==> config.mk <==
export PLATFORM = sky130hd
export DESIGN_NAME = asteroid_field
export DESIGN_NICKNAME = d
export VERILOG_FILES = /design/src/rtl/asteroid_field.sv
export SDC_FILE = /design/constraint.sdc
export NUM_CORES = 1
export LEC_CHECK = 0
export BUFFER_PORTS_ARGS = -buffer_cell sky130_fd_sc_hd__buf_2
export CORE_AREA = 2 2 190 192
export CTS_CLUSTER_DIAMETER = 100
export DETAILED_ROUTE_END_ITERATION = 12
export DIE_AREA = 0 0 192 194
export GPL_TIMING_DRIVEN = 0
export SYNTH_ARGS = -nofsm -noshare
export SYNTH_HDL_FRONTEND = slang
export SYNTH_SLANG_ARGS = --single-unit
==> constraint.sdc <==
create_clock -name clk -period 6.5 [get_ports clk]
set_input_delay 0.975 -clock clk [delete_from_list [all_inputs] [get_ports clk]]
set_output_delay 0.975 -clock clk [all_outputs]
set_load 0.02 [all_outputs]
==> src/rtl/asteroid_field.sv <==
// rtl/asteroid_field.sv - falling asteroid objects: spawn, motion, collisions, score and draw flags
//
// Ports:
//   clk, reset           pixel clock; asynchronous active-high reset
//   HCounter, VCounter   raster position from the counter generator
//   laser, laser_x       laser level and column, sampled on the frame tick
//   draw_red/green/blue  per-pixel layer flags, registered (one clk behind the counters)
//   planet_hit           one-cycle pulse after a tick where an asteroid reached the ground
//   score_inc            one-cycle pulse after a tick where the laser destroyed something
//   score, hits          destroyed-asteroid count (sat. 255) and planet-hit count (sat. 15)
//   game_over            sticky once hits reaches MAX_HITS; stops spawning
module asteroid_field #(
    parameter int NUM_AST        = 4,
    parameter int SPEED          = 2,
    parameter int SPAWN_FRAMES   = 60,
    parameter int EXPLODE_FRAMES = 8,
    parameter int GROUND_Y       = 436,
    parameter int MAX_HITS       = 3
) (
    input  logic       clk,
    input  logic       reset,
    input  logic [9:0] HCounter,
    input  logic [9:0] VCounter,
    input  logic       laser,
    input  logic [9:0] laser_x,
    output logic       draw_red,
    output logic       draw_green,
    output logic       draw_blue,
    output logic       planet_hit,
    output logic       score_inc,
    output logic [7:0] score,
    output logic [3:0] hits,
    output logic       game_over
);

    localparam int             CW         = (SPAWN_FRAMES > 1) ? $clog2(SPAWN_FRAMES) : 1;
    localparam int             IW         = (NUM_AST > 1) ? $clog2(NUM_AST) : 1;
    localparam logic [CW-1:0]  CNT_LAST   = CW'(SPAWN_FRAMES - 1);
    localparam logic [CW-1:0]  CNT_ONE    = CW'(1);
    localparam logic [10:0]    SPEED_W    = 11'(SPEED);
    localparam logic [9:0]     SPEED_10   = 10'(SPEED);
    localparam logic [10:0]    GROUND_TOP = 11'(GROUND_Y - 16);
    localparam logic [9:0]     GROUND_ROW = 10'(GROUND_Y - 16);
    localparam logic [3:0]     EXP_LOAD   = 4'(EXPLODE_FRAMES - 1);
    localparam logic [3:0]     HITS_LIMIT = 4'(MAX_HITS);

    typedef enum logic [1:0] {IDLE = 2'd0, FALL = 2'd1, EXPLODE = 2'd2} slot_state_t;

    slot_state_t    st   [NUM_AST];
    logic [9:0]     ax   [NUM_AST];
    logic [9:0]     ay   [NUM_AST];
    logic [3:0]     ecnt [NUM_AST];
    logic [15:0]    lfsr;
    logic [CW-1:0]  spawn_cnt;

    logic               tick;
    logic               visible;
    logic               spawn_wrap;
    logic               spawn_ok;
    logic [IW-1:0]      spawn_idx;
    logic [NUM_AST-1:0] lhit;
    logic [NUM_AST-1:0] ghit;
    logic [NUM_AST-1:0] in_fall;
    logic [NUM_AST-1:0] in_expl;
    logic [8:0]         n_kill;
    logic [4:0]         n_ground;
    logic [8:0]         score_sum;
    logic [4:0]         hits_sum;
    logic [7:0]         score_next;
    logic [3:0]         hits_next;

    always_comb begin
        tick       = (HCounter == 10'd0) && (VCounter == 10'd0);
        visible    = (HCounter >= 10'd144) && (HCounter <= 10'd783) &&
                     (VCounter >= 10'd36)  && (VCounter <= 10'd515);
        spawn_wrap = (spawn_cnt == CNT_LAST);
        spawn_ok   = 1'b0;
        spawn_idx  = '0;
        lhit       = '0;
        ghit       = '0;
        in_fall    = '0;
        in_expl    = '0;
        n_kill     = '0;
        n_ground   = '0;
        // Descending scan so the lowest-index idle slot is the one left selected.
        for (int i = NUM_AST - 1; i >= 0; i--) begin
            if (st[i] == IDLE) begin
                spawn_ok  = 1'b1;
                spawn_idx = IW'(i);
            end
            lhit[i] = (st[i] == FALL) && laser && (laser_x >= ax[i]) &&
                      ({1'b0, laser_x} <= {1'b0, ax[i]} + 11'd15);
            // Laser takes priority over the ground on the same tick.
            ghit[i] = (st[i] == FALL) && !lhit[i] &&
                      ({1'b0, ay[i]} + SPEED_W >= GROUND_TOP);
            if ((HCounter >= ax[i]) && ({1'b0, HCounter} <= {1'b0, ax[i]} + 11'd15) &&
                (VCounter >= ay[i]) && ({1'b0, VCounter} <= {1'b0, ay[i]} + 11'd15)) begin
                in_fall[i] = (st[i] == FALL);
                in_expl[i] = (st[i] == EXPLODE);
            end
            n_kill   = n_kill + 9'(lhit[i]);
            n_ground = n_ground + 5'(ghit[i]);
        end
        score_sum  = {1'b0, score} + n_kill;
        score_next = score_sum[8] ? 8'hFF : score_sum[7:0];
        hits_sum   = {1'b0, hits} + n_ground;
        hits_next  = hits_sum[4] ? 4'hF : hits_sum[3:0];
    end

    always_ff @(posedge clk or posedge reset) begin
        if (reset) begin
            for (int i = 0; i < NUM_AST; i++) begin
                st[i]   <= IDLE;
                ax[i]   <= '0;
                ay[i]   <= '0;
                ecnt[i] <= '0;
            end
            lfsr       <= 16'hACE1;
            spawn_cnt  <= '0;
            score      <= '0;
            hits       <= '0;
            game_over  <= 1'b0;
            draw_red   <= 1'b0;
            draw_green <= 1'b0;
            draw_blue  <= 1'b0;
            planet_hit <= 1'b0;
            score_inc  <= 1'b0;
        end else begin
            draw_red   <= visible && ((|in_fall) || (|in_expl));
            draw_green <= visible && (|in_fall);
            draw_blue  <= 1'b0;
            planet_hit <= tick && (|ghit);
            score_inc  <= tick && (|lhit);
            if (tick) begin
                lfsr      <= {lfsr[14:0], lfsr[15] ^ lfsr[13] ^ lfsr[12] ^ lfsr[10]};
                spawn_cnt <= spawn_wrap ? '0 : spawn_cnt + CNT_ONE;
                score     <= score_next;
                hits      <= hits_next;
                game_over <= game_over || (hits_next >= HITS_LIMIT);
                for (int i = 0; i < NUM_AST; i++) begin
                    if (lhit[i]) begin
                        st[i]   <= EXPLODE;
                        ecnt[i] <= EXP_LOAD;
                    end else if (ghit[i]) begin
                        st[i]   <= EXPLODE;
                        ay[i]   <= GROUND_ROW;
                        ecnt[i] <= EXP_LOAD;
                    end else begin
                        case (st[i])
                            FALL:    ay[i] <= ay[i] + SPEED_10;
                            EXPLODE: begin
                                if (ecnt[i] == 4'd0) st[i] <= IDLE;
                                else                 ecnt[i] <= ecnt[i] - 4'd1;
                            end
                            default: begin
                                if (spawn_wrap && spawn_ok && !game_over && (spawn_idx == IW'(i))) begin
                                    st[i] <= FALL;
                                    ax[i] <= 10'd144 + {1'b0, lfsr[8:0]};
                                    ay[i] <= 10'd36;
                                end
                            end
                        endcase
                    end
                end
            end
        end
    end

endmodule

==> flow_summary.json <==
{
  "status": "complete, no violations",
  "root_buffer": "clkbuf_16",
  "cts.sink_count": 139,
  "cpPeakStageDelay_ns": 0.74,
  "grt-ovfl-total": 0,
  "ctsLongestPathBuffers": 2,
  "cts_made_buffers": 17,
  "clk_latency_ns": 0.44,
  "slew_headroom_pct": 9.32,
  "synth_area_mm2": 0.0139,
  "die_x_um": 192,
  "p_per_area_mw_per_mm2": 140,
  "cpMostUsedCell": "fa_1",
  "port_buffers": 49,
  "ctsResizeCount": 0,
  "ys_seq_elements": 139,
  "post-place-ws_ns": 0.700,
  "die-area_mm2": 0.0372,
  "grt_usage_pct": 22.4,
  "wl_mm": 41.0,
  "finalCriticalPeriod_ns": 5.82,
  "layout_commonest_cell": "ha_1",
  "coreArea_mm2": 0.0352,
  "rows": 69,
  "required_ns": 6.81,
  "crit_chain": "inv_1 -> ha_1 -> or3b_1 -> or4b_2 -> xnor2_1 -> ha_1 -> and2_1 -> a311oi_1 -> o22ai_1 -> nor4_2 -> nor3b_1 -> inv_1 -> fa_1 -> fa_1 -> fa_1 -> nor2_1 -> mux2i_1 -> nor3_1 -> o21bai_1",
  "period_share_pct": 89.5,
  "synth_cell_type_count": 84,
  "cts-htree-levels": 4,
  "synth_nets": 1899,
  "drt-pass1-iter-count": 5,
  "grt_antenna_before_repair": 0,
  "yosys_warnings": 0,
  "cts_tree": "yes",
  "drc": 0,
  "grt_pass1_vias": 12100,
  "ys_async_sr_fraction_pct": 100,
  "syn_avg_cell_area_um2": 8.72,
  "cp_slowest_cell": "nor3b_1",
  "die_h_um": 194,
  "finalMaxSlewViolations": 0,
  "drive_gt1_share_pct": 8.66,
  "initial_utilization_pct": 39.4,
  "clock.fmax_mhz": 172,
  "detail_route.iter0.violations": 752,
  "finalNetCount": 1968,
  "hold_buffers": 0,
  "grt_pass1_wl_mm": 65.3,
  "syn_to_final_growth_pct": 10.5,
  "clkTransAtPathRegs_ns": 0.07,
  "crit_family": "simple AND/OR/NAND/NOR gates",
  "cp-startpoint": "ax[30]",
  "setup_viol": 0,
  "rsz0062_at_grt": "no",
  "crit_arrival_ns": 6.13,
  "worstHoldPathType": "reg -> reg",
  "p_leak_nw": 6.83,
  "gp_congestion": 0.869,
  "routedWlPerCell_um": 19.2,
  "postRouteAntennaNets": 0,
  "path_class": "reg -> reg",
  "io-pin-count": 51,
  "syn_inst": 1592,
  "synthFlopType": "dfrtp_1",
  "worstMarginPinSlew_ns": 1.35,
  "setup_ws_ns": 0.680,
  "crit_buf_inv": 2,
  "synth-edff-count": 0,
  "mostFrequentLayoutCells": "ha_1 (268), nand2_1 (149), inv_1 (131), dfrtp_1 (131), o21ai_0 (99)",
  "via_per_inst": 5.73,
  "seq_area_frac_synth_pct": 25.1,
  "maxCapViolCount": 0,
  "r2r_start": "ax[30]",
  "crit_path_end_kind": "flop",
  "finalPower_mw": 2.15,
  "vias": 12200,
  "ir_drop_uv": 187,
  "fin_skew_ns": 0.00875,
  "grt_max_degree": 79,
  "finalHoldViolations": 0,
  "dp_hpwl_mm": 31.1,
  "min_from": "lfsr[11]",
  "cts_setup_buffers": 0,
  "critPathMaxFanout": 6,
  "crit_path_start_kind": "flop"
}
## power by group
group | internal, mW | switching (mW)
clock network | 0.580 | 0.450
registers | 0.865 | 0.0000847
logic | 0.0901 | 0.162
## routing by layer
metal	vias to the layer above	global-route usage, %	wire [µm]
met1	5871	30.1	19000
met3	66	4.43	2400
met2	286	36.2	18500
met5	-	0	0
met4	0	6.96	1110
li1	6011	-	-
## flip-flops by register name, indices dropped and copies added (netlist names)
signal / flops
score_inc: 1
hits: 4
st: 8
lfsr: 16
ecnt: 16
draw_green: 1
game_over: 1
planet_hit: 1
ay: 36
score: 8
draw_red: 1
spawn_cnt: 6
ax: 40
## worst min-delay path, delay by kind of cell (launching register included)
kind	cells	cell delay, ns
flip-flops	1	0.37
AND/OR/NAND/NOR	2	0.10
## cells by family after synthesis
family / synth area share (%)
AOI/OAI and AO/OA: 19.0
xor gates and xnor gates: 4.83
adders and majority gates: 25.0
buffers and inverters: 4.76
DFF: 25.1
muxes: 3.68
other: 0.0270
and+or+nand+nor: 17.6
## cells in the mapped netlist, types with 28 or more instances
cell type  count  share of area, %
ha_1         268                24
nand2_1      149               4.0
inv_1        132               3.6
dfrtp_1      131                24
o21ai_0       99               3.6
nor2_1        90               2.4
a21oi_1       87               3.1
xnor2_1       71               4.5
nand3_1       54               1.9
nor3_1        42               1.5
mux2_2        33               2.7
nand4_1       29               1.3
a21o_1        28               1.5
## through the flow
stage | hold WS (ns) | setup TNS (ns) | utilization (%) | instance area, µm² | std cells
2_1_floorplan | 0.439 | 0 | - | 13900 | 1592
3_3_place_gp | 0.451 | -13.08 | 41.7 | 14700 | 2102
3_5_place_dp | 0.459 | 0 | 41.8 | 14700 | 2103
4_1_cts | 0.476 | 0 | 43.6 | 15300 | 2135
5_1_grt | 0.496 | 0 | 43.6 | 15300 | 2135
6_report | 0.472 | 0 | 43.6 | 15300 | 2136
## area by class of cell
type | instances | area, µm²
Tap cell | 461 | 577
Timing Repair Buffer | 50 | 273
Multi-Input combinational cell | 1283 | 9730
Fill cell | 3518 | 19900
Clock buffer | 17 | 425
Antenna cell | 1 | 2.50
Sequential cell | 139 | 3490
Buffer | 38 | 165
Clock inverter | 15 | 179
Inverter | 132 | 500
## final timing paths
path	end	cells after the start	slack (ns)
worst min-delay path	lfsr[11]	2	0.47
worst max-delay path	game_over	19	0.68
worst min register to register	lfsr[11]	2	0.47
min in group asynchronous	score[4]	2	0.67
max in group asynchronous	ax[26]	3	5.05
worst max register to register	game_over	19	0.68
No activity file was read; power rests on OpenSTA's default activity.
